==> config.mk <==
export PLATFORM = sky130hd
export DESIGN_NAME = pingpong_drain
export DESIGN_NICKNAME = d
export VERILOG_FILES = /design/src/rtl/pingpong_drain.sv
export SDC_FILE = /design/constraint.sdc
export NUM_CORES = 1
export LEC_CHECK = 0
export CORE_ASPECT_RATIO = 0.75
export CORE_MARGIN = 2
export CORE_UTILIZATION = 47
export DETAILED_ROUTE_END_ITERATION = 7
export GPL_ROUTABILITY_DRIVEN = 0
export PLACE_DENSITY = 0.79
export SLEW_MARGIN = 40
export SYNTH_ARGS = -nofsm -noshare
export SYNTH_HDL_FRONTEND = slang
export SYNTH_SLANG_ARGS = --single-unit
==> constraint.sdc <==
create_clock -name clock -period 3.56 [get_ports clock]
set_clock_uncertainty 0.2 [all_clocks]
set_input_delay 0.89 -clock clock [delete_from_list [all_inputs] [get_ports clock]]
set_output_delay 0.89 -clock clock [all_outputs]
set_load 0.02 [all_outputs]
==> src/rtl/pingpong_drain.sv <==
// Read-side drain engine for a ping-pong buffer half: walks the pop address,
// captures synchronous read data into a 2-entry skid FIFO and streams it out.
module pingpong_drain #(
    parameter int bitwidth    = 32,
    parameter int nrOfEntries = 128
) (
    input  logic                            clock,
    input  logic                            reset,
    input  logic                            start,
    input  logic [$clog2(nrOfEntries):0]    count,
    output logic [$clog2(nrOfEntries)-1:0]  popAddress,
    input  logic [bitwidth-1:0]             popData,
    output logic [bitwidth-1:0]             outData,
    output logic                            outValid,
    input  logic                            outReady,
    output logic                            busy,
    output logic                            done
);
    localparam int AW = $clog2(nrOfEntries);
    localparam int CW = AW + 1;

    typedef enum logic [1:0] {
        IDLE,
        RUN,
        DONE
    } state_t;

    state_t              state;
    state_t              stateNext;
    logic [CW-1:0]       drainCount;
    logic [CW-1:0]       issued;
    logic [CW-1:0]       accepted;
    logic [CW-1:0]       addrLast;
    logic                rdPending;
    logic [1:0]          occ;
    logic [2:0]          occProj;
    logic                wrPtr;
    logic                rdPtr;
    logic [bitwidth-1:0] fifo [2];
    logic                xfer;
    logic                issue;
    logic                lastXfer;

    function automatic logic [CW-1:0] clampCount(input logic [CW-1:0] c);
        if (c > CW'(nrOfEntries)) begin
            return CW'(nrOfEntries);
        end
        return c;
    endfunction

    assign outValid = (occ != 2'd0);
    assign outData  = outValid ? fifo[rdPtr] : '0;
    assign xfer     = outValid && outReady;
    assign busy     = (state == RUN);
    assign done     = (state == DONE);
    assign addrLast = drainCount - CW'(1);
    assign lastXfer = xfer && (accepted == addrLast);

    // Occupancy once the read already in flight lands and this edge's transfer leaves.
    assign occProj = {1'b0, occ} + {2'b00, rdPending} - {2'b00, xfer};
    assign issue   = (state == RUN) && (issued < drainCount) && (occProj < 3'd2);

    // Once every read is issued the address parks on the last word instead of running past it.
    always_comb begin
        popAddress = '0;
        if (state == RUN) begin
            if (issued < drainCount) begin
                popAddress = issued[AW-1:0];
            end else begin
                popAddress = addrLast[AW-1:0];
            end
        end
    end

    always_comb begin
        stateNext = state;
        case (state)
            IDLE: begin
                if (start) begin
                    stateNext = (count == '0) ? DONE : RUN;
                end
            end
            RUN: begin
                if (lastXfer) begin
                    stateNext = DONE;
                end
            end
            DONE:    stateNext = IDLE;
            default: stateNext = IDLE;
        endcase
    end

    always_ff @(posedge clock or negedge reset) begin
        if (!reset) begin
            state      <= IDLE;
            drainCount <= '0;
            issued     <= '0;
            accepted   <= '0;
            rdPending  <= 1'b0;
            occ        <= 2'd0;
            wrPtr      <= 1'b0;
            rdPtr      <= 1'b0;
        end else begin
            state <= stateNext;
            if (state == IDLE && start) begin
                drainCount <= clampCount(count);
                issued     <= '0;
                accepted   <= '0;
            end else begin
                if (issue) begin
                    issued <= issued + CW'(1);
                end
                if (xfer) begin
                    accepted <= accepted + CW'(1);
                end
            end
            // Read stage: popData for the address issued last cycle arrives now.
            rdPending <= issue;
            if (rdPending) begin
                wrPtr <= ~wrPtr;
            end
            if (xfer) begin
                rdPtr <= ~rdPtr;
            end
            occ <= occ + {1'b0, rdPending} - {1'b0, xfer};
        end
    end

    // Capture stage: data storage carries no reset, the pointers and occupancy guard it.
    always_ff @(posedge clock) begin
        if (rdPending) begin
            fifo[wrPtr] <= popData;
        end
    end

endmodule
==> results, run 1 <==
- The run finished with clean final reports.
- The latest clock arrival within the worst-skew pair is 340 ps.
- The net total in the final layout is approximately 520.
- During placement, the flow inserted port buffers numbering between 80 and 90.
- The startpoint of the lowest-slack hold path is rdPending.
- IR analysis of the VDD net gives a maximum drop of 0.000486 V.
- For this configuration, the core starts out at a cell density of 0.481.
- The cell leakage power is around 2.4 nW.
- The longest clock path from root to sink contains 2 buffers.
- Across every metal layer, demand over resource in global routing totals 0.196.
- The most used flip-flop cell after synthesis is sky130_fd_sc_hd__edfxtp_1.
- The path class of the tightest hold or removal check is reg -> reg.
- The final layout contains routed wiring with a total length of 9450 um.
- The DRC marker count from the first detailed-route iteration is 160.
- The final count of pins violating max slew is 0.
- The depth of the worst hold-timing path is 1.
- The remaining global-route overflow is 0.
- The library cells used most frequently in the layout, excluding fill and tap cells, are sky130_fd_sc_hd__clkdlybuf4s50_1 (78), sky130_fd_sc_hd__edfxtp_1 (64), sky130_fd_sc_hd__nor2_1 (55), sky130_fd_sc_hd__mux2i_1 (36), sky130_fd_sc_hd__buf_4 (33).
- The depth of the worst register-to-register path is 10.
- The data required time of the worst path is 2470 ps.
- The number of buffers inserted for hold repair after clock tree synthesis is 0.
- In the final timing run, aggregate negative setup slack is 0 ps.
- The net count of the mapped netlist is 401.
- The family with the most delay on the worst path is compound AO/OA/AOI/OAI gates.
- Max-cap violations in this run came to 0.
- The worst slack at placement is -278 ps.
- The master of the slowest instance on the critical path is sky130_fd_sc_hd__dfrtp_1.
- The worst-case setup margin in the final layout is 70.8 ps.
- Clock tree synthesis found a total of 95 sinks.
- The headroom to the max-slew limit is 0.478.
- In this run the clock root is driven by a sky130_fd_sc_hd__clkbuf_16.
- Counting both buffers and inverters, the worst setup path holds a total of 3.
- Setup violations remaining at the end of the flow were counted as 0.
- The number of antenna cells inserted is 0.
- The number of hold violations in the final report was 0.
- The CTS H-tree depth is 3.
- The area of the multi-input gates is around 0.0016 mm^2.
- Entering global routing, the biggest net connects 33 pins.
- Across the whole layout, storage elements account for 0.00270 mm^2.
- The type of element capturing the critical path is a primary output.
- The launching point of the worst reg2reg path is occ[1].
- The number of global-route vias before repair is 2947.
- The post-synthesis instance area is ~0.0043 mm^2.
- Synthesis inferred 95 register bits.
- The site row count is 30.
- The die area is 0.00997 mm^2.
- STA puts the critical path data arrival time at 2400 ps.
- After filler insertion, the fill cell instance count of the layout stands at 663.
- The startpoint class of the critical path is a register.
- Dividing the synthesized area by the synthesized cell count gives 12.5 um^2.
- Based on the critical path, the design can be clocked at up to 287 MHz.
- The worst path in the final design needs a cycle of 3490 ps, including I/O delays and setup.
- The cell count after synthesis is 344.
- From left edge to right edge, the die measures around 110 um.
- The count of distinct cell types in the synthesized netlist is between 40 and 50.
- Once detailed placement completed, the half-perimeter wirelength came to between 6000 and 7000 um.
- After layout, the design draws a total of about 5.4 mW.
- The top-level port count is 86.
- The height of the chip is just under 90 um.
- For this run, the number of Yosys warnings is 0.
- The layout-stage area growth over the synthesis result is 36.3%.
- The critical path goes through inv_1 > ha_4 > a21o_1 > a21o_1 > a21oi_2 > o31ai_4 > buf_12 > a211oi_1 > buf_2.
- The endpoint identified for the worst register-to-register timing path is issued[4].
- The CTS tree is done.
- Leaving out fill and tap cells, the most frequent cell in the layout is sky130_fd_sc_hd__clkdlybuf4s50_1.
- The total power density per cell area is 920 mW/mm^2.
- The global-route wire length before repair is between 10000 and 15000 um.
- For this run, design rule violations remaining after detail routing come to 0.
- The worst-case register-to-register setup slack is about 400 ps.
- For this run, the register share of the synthesized area comes to 0.625.
- The vias after detailed routing is a little over 3000.
- By instance count, the cell type seen most on the critical path is sky130_fd_sc_hd__a21o_1.
- After clock tree synthesis, the clock-pin slew on the worst setup and hold paths is roughly 70 ps.
- The worst setup path is of the reg -> out kind.
- Of all flip-flops after synthesis, the portion carrying an async set or reset was 0.326.
- The initial antenna violation count is 0.
- The per-cell routed wire length is 16.4 um.
- Of the cells placed in the final design, the portion with a size suffix greater than 1 is 0.157.
- In this run the standard cell core region covers 0.00897 mm^2.
- Once detail routing completed, the nets flagged for antenna violations numbered 0.
- The number of enable flip-flop cells after synthesis is between 60 and 70.
- The worst min-delay path endpoint is wrPtr.
- Of the available clock period, the critical path in the final layout requires 0.980.
- The first detailed-routing pass ran for 4 iterations.
- The largest single stage delay on the critical path is 390 ps.
- In this run the worst path has a maximum fanout of 7.
- Using the TritonRoute via totals, the vias-per-cell ratio works out to 5.26.
- TritonCTS created 9 clock buffers.
- At the pin with the least slew margin, the transition time is 784 ps.
## registers in the layout, indices dropped and copies added, names as in the netlist
register	flops
accepted	8
issued	8
drainCount	8
rdPending	1
state	2
rdPtr	1
fifo	64
wrPtr	1
occ	2
## metal layers
layer / wire length, um / global-route usage
met3: 325 / 0.0494
met2: 4790 / 0.325
met4: 176 / 0.0721
met5: 0 / 0
met1: 4160 / 0.251
## Yosys cell counts, drive strengths merged, types with 2 or more instances
master  instances  area, um^2
nor3            6        35.0
dfrtp          31         776
nor4            2        12.5
inv            14        52.6
a21oi           7        35.0
clkbuf         14        52.6
nor2b           2        12.5
nand3           8        40.0
or4             3        26.3
nor2           56         210
nand3b          7        52.6
xnor2           8        70.1
and2            4        25.0
a311oi          2        17.5
mux2i          36         360
xor2           12         105
edfxtp         64        1920
a21o            3        22.5
o21ai          11        55.1
o31ai           4        30.0
and3            2        12.5
nand2          12        45.0
ha             12         150
nand2b          2        12.5
or3             3        23.8
a211oi          4        30.0
nand4           3        18.8
## kinds of logic (layout without fill, tap and decap cells)
logic type	count (synthesis)	in the layout	share of synthesized area
AOI/OAI and AO/OA	36	36	0.0537
buffers and inverters	29	150	0.0252
muxes	36	36	0.0835
xor gates and xnor gates	20	20	0.0406
and+or+nand+nor	115	115	0.132
DFF	95	95	0.625
adders and majority gates	13	13	0.0394
## where the power goes
part | internal [mW] | leakage [nW] | switching, mW
combinational | 1.32 | 1.26 | 1.54
sequential | 1.45 | 0.985 | 0.173
clock | 0.489 | 0.144 | 0.435
total | 3.26 | 2.39 | 2.15
## cell type report
cell class / instances / area share
Inverter: 14 / 0.00894
Clock buffer: 9 / 0.0383
Multi-Input combinational cell: 220 / 0.268
Sequential cell: 95 / 0.459
Timing Repair Buffer: 120 / 0.192
Clock inverter: 7 / 0.0106
Tap cell: 112 / 0.0238
## what timing repair did
action,in CTS,in global routing
endpoints found under the setup margin,7,8
hold endpoints to repair,0,0
pin swaps,0,1
buffers inserted,0,5
gates resized for setup,35,9
## stage by stage
| step | utilization | instance area (um^2) | instances | hold WS [ps] |
|---|---|---|---|---|
| finish | 0.655 | 5880 | 577 | 333 |
| CTS | 0.649 | 5820 | 572 | 333 |
| global route | 0.655 | 5880 | 577 | 365 |
| global placement | 0.614 | 5510 | 555 | 306 |
| floorplan | - | 4320 | 344 | 249 |
| detailed placement | 0.617 | 5540 | 556 | 320 |
## worst max path at each step
stage | startpoint | to | slack [ps] | cells after the start
after floorplan | outReady | issued[6] | 40 | 10
after global routing | outReady | issued[4] | -10 | 9
final | drainCount[5] | popAddress[1] | 70 | 9
after global placement | outReady | issued[4] | -170 | 9
after detailed placement | outReady | issued[4] | -280 | 9
after CTS | drainCount[5] | popAddress[6] | 8 | 9
Note: power is estimated with default switching activity, not from simulation.
==> inputs of run 2 (changes only) <==
--- a/config.mk
+++ b/config.mk
@@ -6,11 +6,12 @@
 export NUM_CORES = 1
 export LEC_CHECK = 0
 export CORE_ASPECT_RATIO = 0.75
-export CORE_MARGIN = 2
+export CORE_MARGIN = 4
 export CORE_UTILIZATION = 47
 export DETAILED_ROUTE_END_ITERATION = 7
 export GPL_ROUTABILITY_DRIVEN = 0
 export PLACE_DENSITY = 0.79
+export REMOVE_ABC_BUFFERS = 1
 export SLEW_MARGIN = 40
 export SYNTH_ARGS = -nofsm -noshare
 export SYNTH_HDL_FRONTEND = slang
==> results, run 2 (same netlist as run 1, synthesis figures left out) <==
- The worst setup path is captured at a primary output.
- In the layout the commonest cells are sky130_fd_sc_hd__clkdlybuf4s50_1 (78), sky130_fd_sc_hd__edfxtp_1 (64), sky130_fd_sc_hd__nor2_1 (55), sky130_fd_sc_hd__buf_4 (37), sky130_fd_sc_hd__mux2i_1 (36).
- Relative to the synthesized area, the layout overhead comes to 37.5%.
- The worst setup path is launched from a register.
- After detailed routing, the total wire length is a little over 10000 um.
- The transition at the pin with the smallest max-transition slack is 612 ps.
- The end of the worst register-to-register path is issued[0].
- For this design, the CTS-stage hold fixing added 0 buffers.
- The initial antenna violation count came to 0.
- For this design the ratio of total power to cell area is 938 mW/mm^2.
- The depth of the worst register-to-register path is 11.
- Using the TritonRoute via totals, the vias-per-cell ratio works out to between 5 and 6.
- The startpoint identified for the worst register-to-register timing path is occ[1].
- Clock-pin slew was measured on the worst setup and hold paths at 70 ps.
- The total area inside the core boundary comes to 0.00871 mm^2.
- The number of endpoints failing setup at the final stage is 0.
- The run finished with clean final reports.
- The share of cells above drive strength 1 is 0.162.
- The remaining antenna violation count after routing is 0.
- The final standard cell area without fillers is 0.00593 mm^2.
- The number of flip-flops in the largest register is 64.
- The peak per-stage delay on the critical path is roughly 360 ps.
- The master of the slowest instance on the critical path is sky130_fd_sc_hd__dfrtp_1.
- The headroom to the max-slew limit is 0.592.
- The number of global-route vias before repair is between 3000 and 4000.
- The fraction of the core area covered by cells at the end of the flow is 0.681.
- The number of antenna cells inserted is 0.
- The CTS H-tree depth is 3.
- The number of hold violations in the final report came to 0.
- The critical-path maximum fanout is 6.
- For this run, design rule violations remaining after detail routing come to 0.
- The analysis attributes to cell leakage a power of 2.41 nW.
- Across the run, the number of max-cap violations was 0.
- The cell that appears most often on the critical path is sky130_fd_sc_hd__a21o_1.
- Detailed placement ended at an HPWL of approximately 6900 um.
- The die covers between 0.01 and 0.015 mm^2.
- The final layout contains 520 nets.
- The worst-case setup margin in the final layout is around 49 ps.
- The first global-routing pass estimated about 16000 um of wire.
- The number of fillers in the final layout is between 600 and 700.
- The register containing the most flip-flops in the final layout is fifo.
- After the first detailed-routing iteration, the DRC count stood at around 150.
- The CTS tree is done.
- The signal on the critical path passes through inv_1 > ha_1 > a21o_1 > a21o_1 > a21oi_4 > buf_4 > o31ai_4 > a311oi_1 > buf_2.
- TritonCTS created 9 clock buffers.
- The die outline width is between 100 and 150 um.
- The placed cell area is 0.00550 mm^2.
- Entering global routing, the biggest net connects 34 pins.
- STA puts the critical path data arrival time at 2420 ps.
- For this run, the total global-route usage over all layers was measured as 0.190.
- The deepest clock path buffer count is 2.
- The die is 91.0 um tall.
- The vias after detailed routing is 3071.
- The startpoint identified for the worst hold timing path is wrPtr.
- The library cell used most frequently in the layout, excluding fill and tap cells, is sky130_fd_sc_hd__clkdlybuf4s50_1.
- For this design, the sink count on the clock tree is 95.
- The worst min-delay path endpoint is wrPtr.
- The number of port buffers is 85.
- The startpoint-to-endpoint class of the critical path is reg -> out.
- The final count of pins violating max slew was 0.
- The depth of the worst hold-timing path is 1.
- After detailed routing, the average wire length per cell comes to 17.4 um.
- Global routing finished with a remaining overflow of 0.
- Row generation in the floorplan step produced 29 rows.
- Data on the critical path is required at its endpoint by 2470 ps.
- The ratio of final minimum period to clock period is 0.986.
- The worst slack on hold paths is 341 ps.
- The top-level port count is 86.
- The maximum achievable frequency is between 200 and 300 MHz.
- The root cell of the clock tree is sky130_fd_sc_hd__clkbuf_16.
- The latest clock arrival within the worst-skew pair is 340 ps.
- Timing analysis after detailed placement gives a worst setup slack of -311 ps.
- For the finished layout, the period the worst path requires is 3510 ps.
- The initial utilization of the core area, before any placement, comes to 0.495.
- The first detailed-routing pass took 4 iterations.
- IR analysis of the VDD net gives a maximum drop of 0.000452 V.
- In this run, placement finished with an instance count of between 500 and 600.
- The worst-case register-to-register setup slack is 450 ps.
- The number of cells in the finished layout apart from fillers is approximately 580.
- The path class of the lowest-slack min-delay path is reg -> reg.
run 2: worst max-delay path: cells and delay by family, from the launching register on:
kind            cells  cell delay [ps]
compound gates      5              940
fa+ha+maj           1              320
buf+inv             3              450
flops               1              360
run 2: per-layer routing:
metal / track usage / share of wire / vias to the layer above
li1: - / - / 1484
met2: 0.308 / 0.49 / 68
met1: 0.251 / 0.45 / 1501
met4: 0.0714 / 0.018 / 0
met5: 0 / 0 / -
met3: 0.0435 / 0.035 / 18
run 2: area by class of cell:
| class | count | area (um^2) | area share |
|---|---|---|---|
| inverter | 14 | 52.6 | 0.00886 |
| clock inverter | 7 | 96.3 | 0.0162 |
| tap | 108 | 135 | 0.0228 |
| sequential | 95 | 2700 | 0.455 |
| clock buffer | 9 | 225 | 0.0380 |
| timing repair buffer | 122 | 1120 | 0.188 |
| multi-input combinational | 221 | 1610 | 0.271 |
run 2: how the worst max path moves through the flow:
| stage | from | depth (start not counted) | slack, ps | end |
|---|---|---|---|---|
| 3_5_place_dp | outReady | 10 | -310 | issued[0] |
| 5_1_grt | drainCount[5] | 9 | -30 | popAddress[5] |
| 4_1_cts | drainCount[5] | 8 | 20 | popAddress[1] |
| 3_3_place_gp | outReady | 9 | -190 | issued[4] |
| 2_1_floorplan | occ[1] | 10 | -770 | issued[4] |
| 6_report | drainCount[5] | 9 | 50 | popAddress[5] |
run 2: through the flow:
stage	TNS (ps)	total power [mW]
finish	0	5.57
CTS	0	5.51
floorplan	-6260	3.16
detailed placement	-2050	4.37
global route	-46.6	5.88
global placement	-781	4.26
run 2: where the power goes:
group / internal, mW / leakage [nW] / switching [mW]
clock network: 0.618 / 0.155 / 0.411
logic: 1.30 / 1.28 / 1.55
registers: 1.46 / 0.985 / 0.235
run 2: what timing repair did:
action / 4_1_cts / 5_1_grt
resized for setup: 41 / 7
setup buffers: 3 / 5
pin swaps: 1 / 5
setup endpoints to repair: 7 / 9
gates cloned: 1 / 0
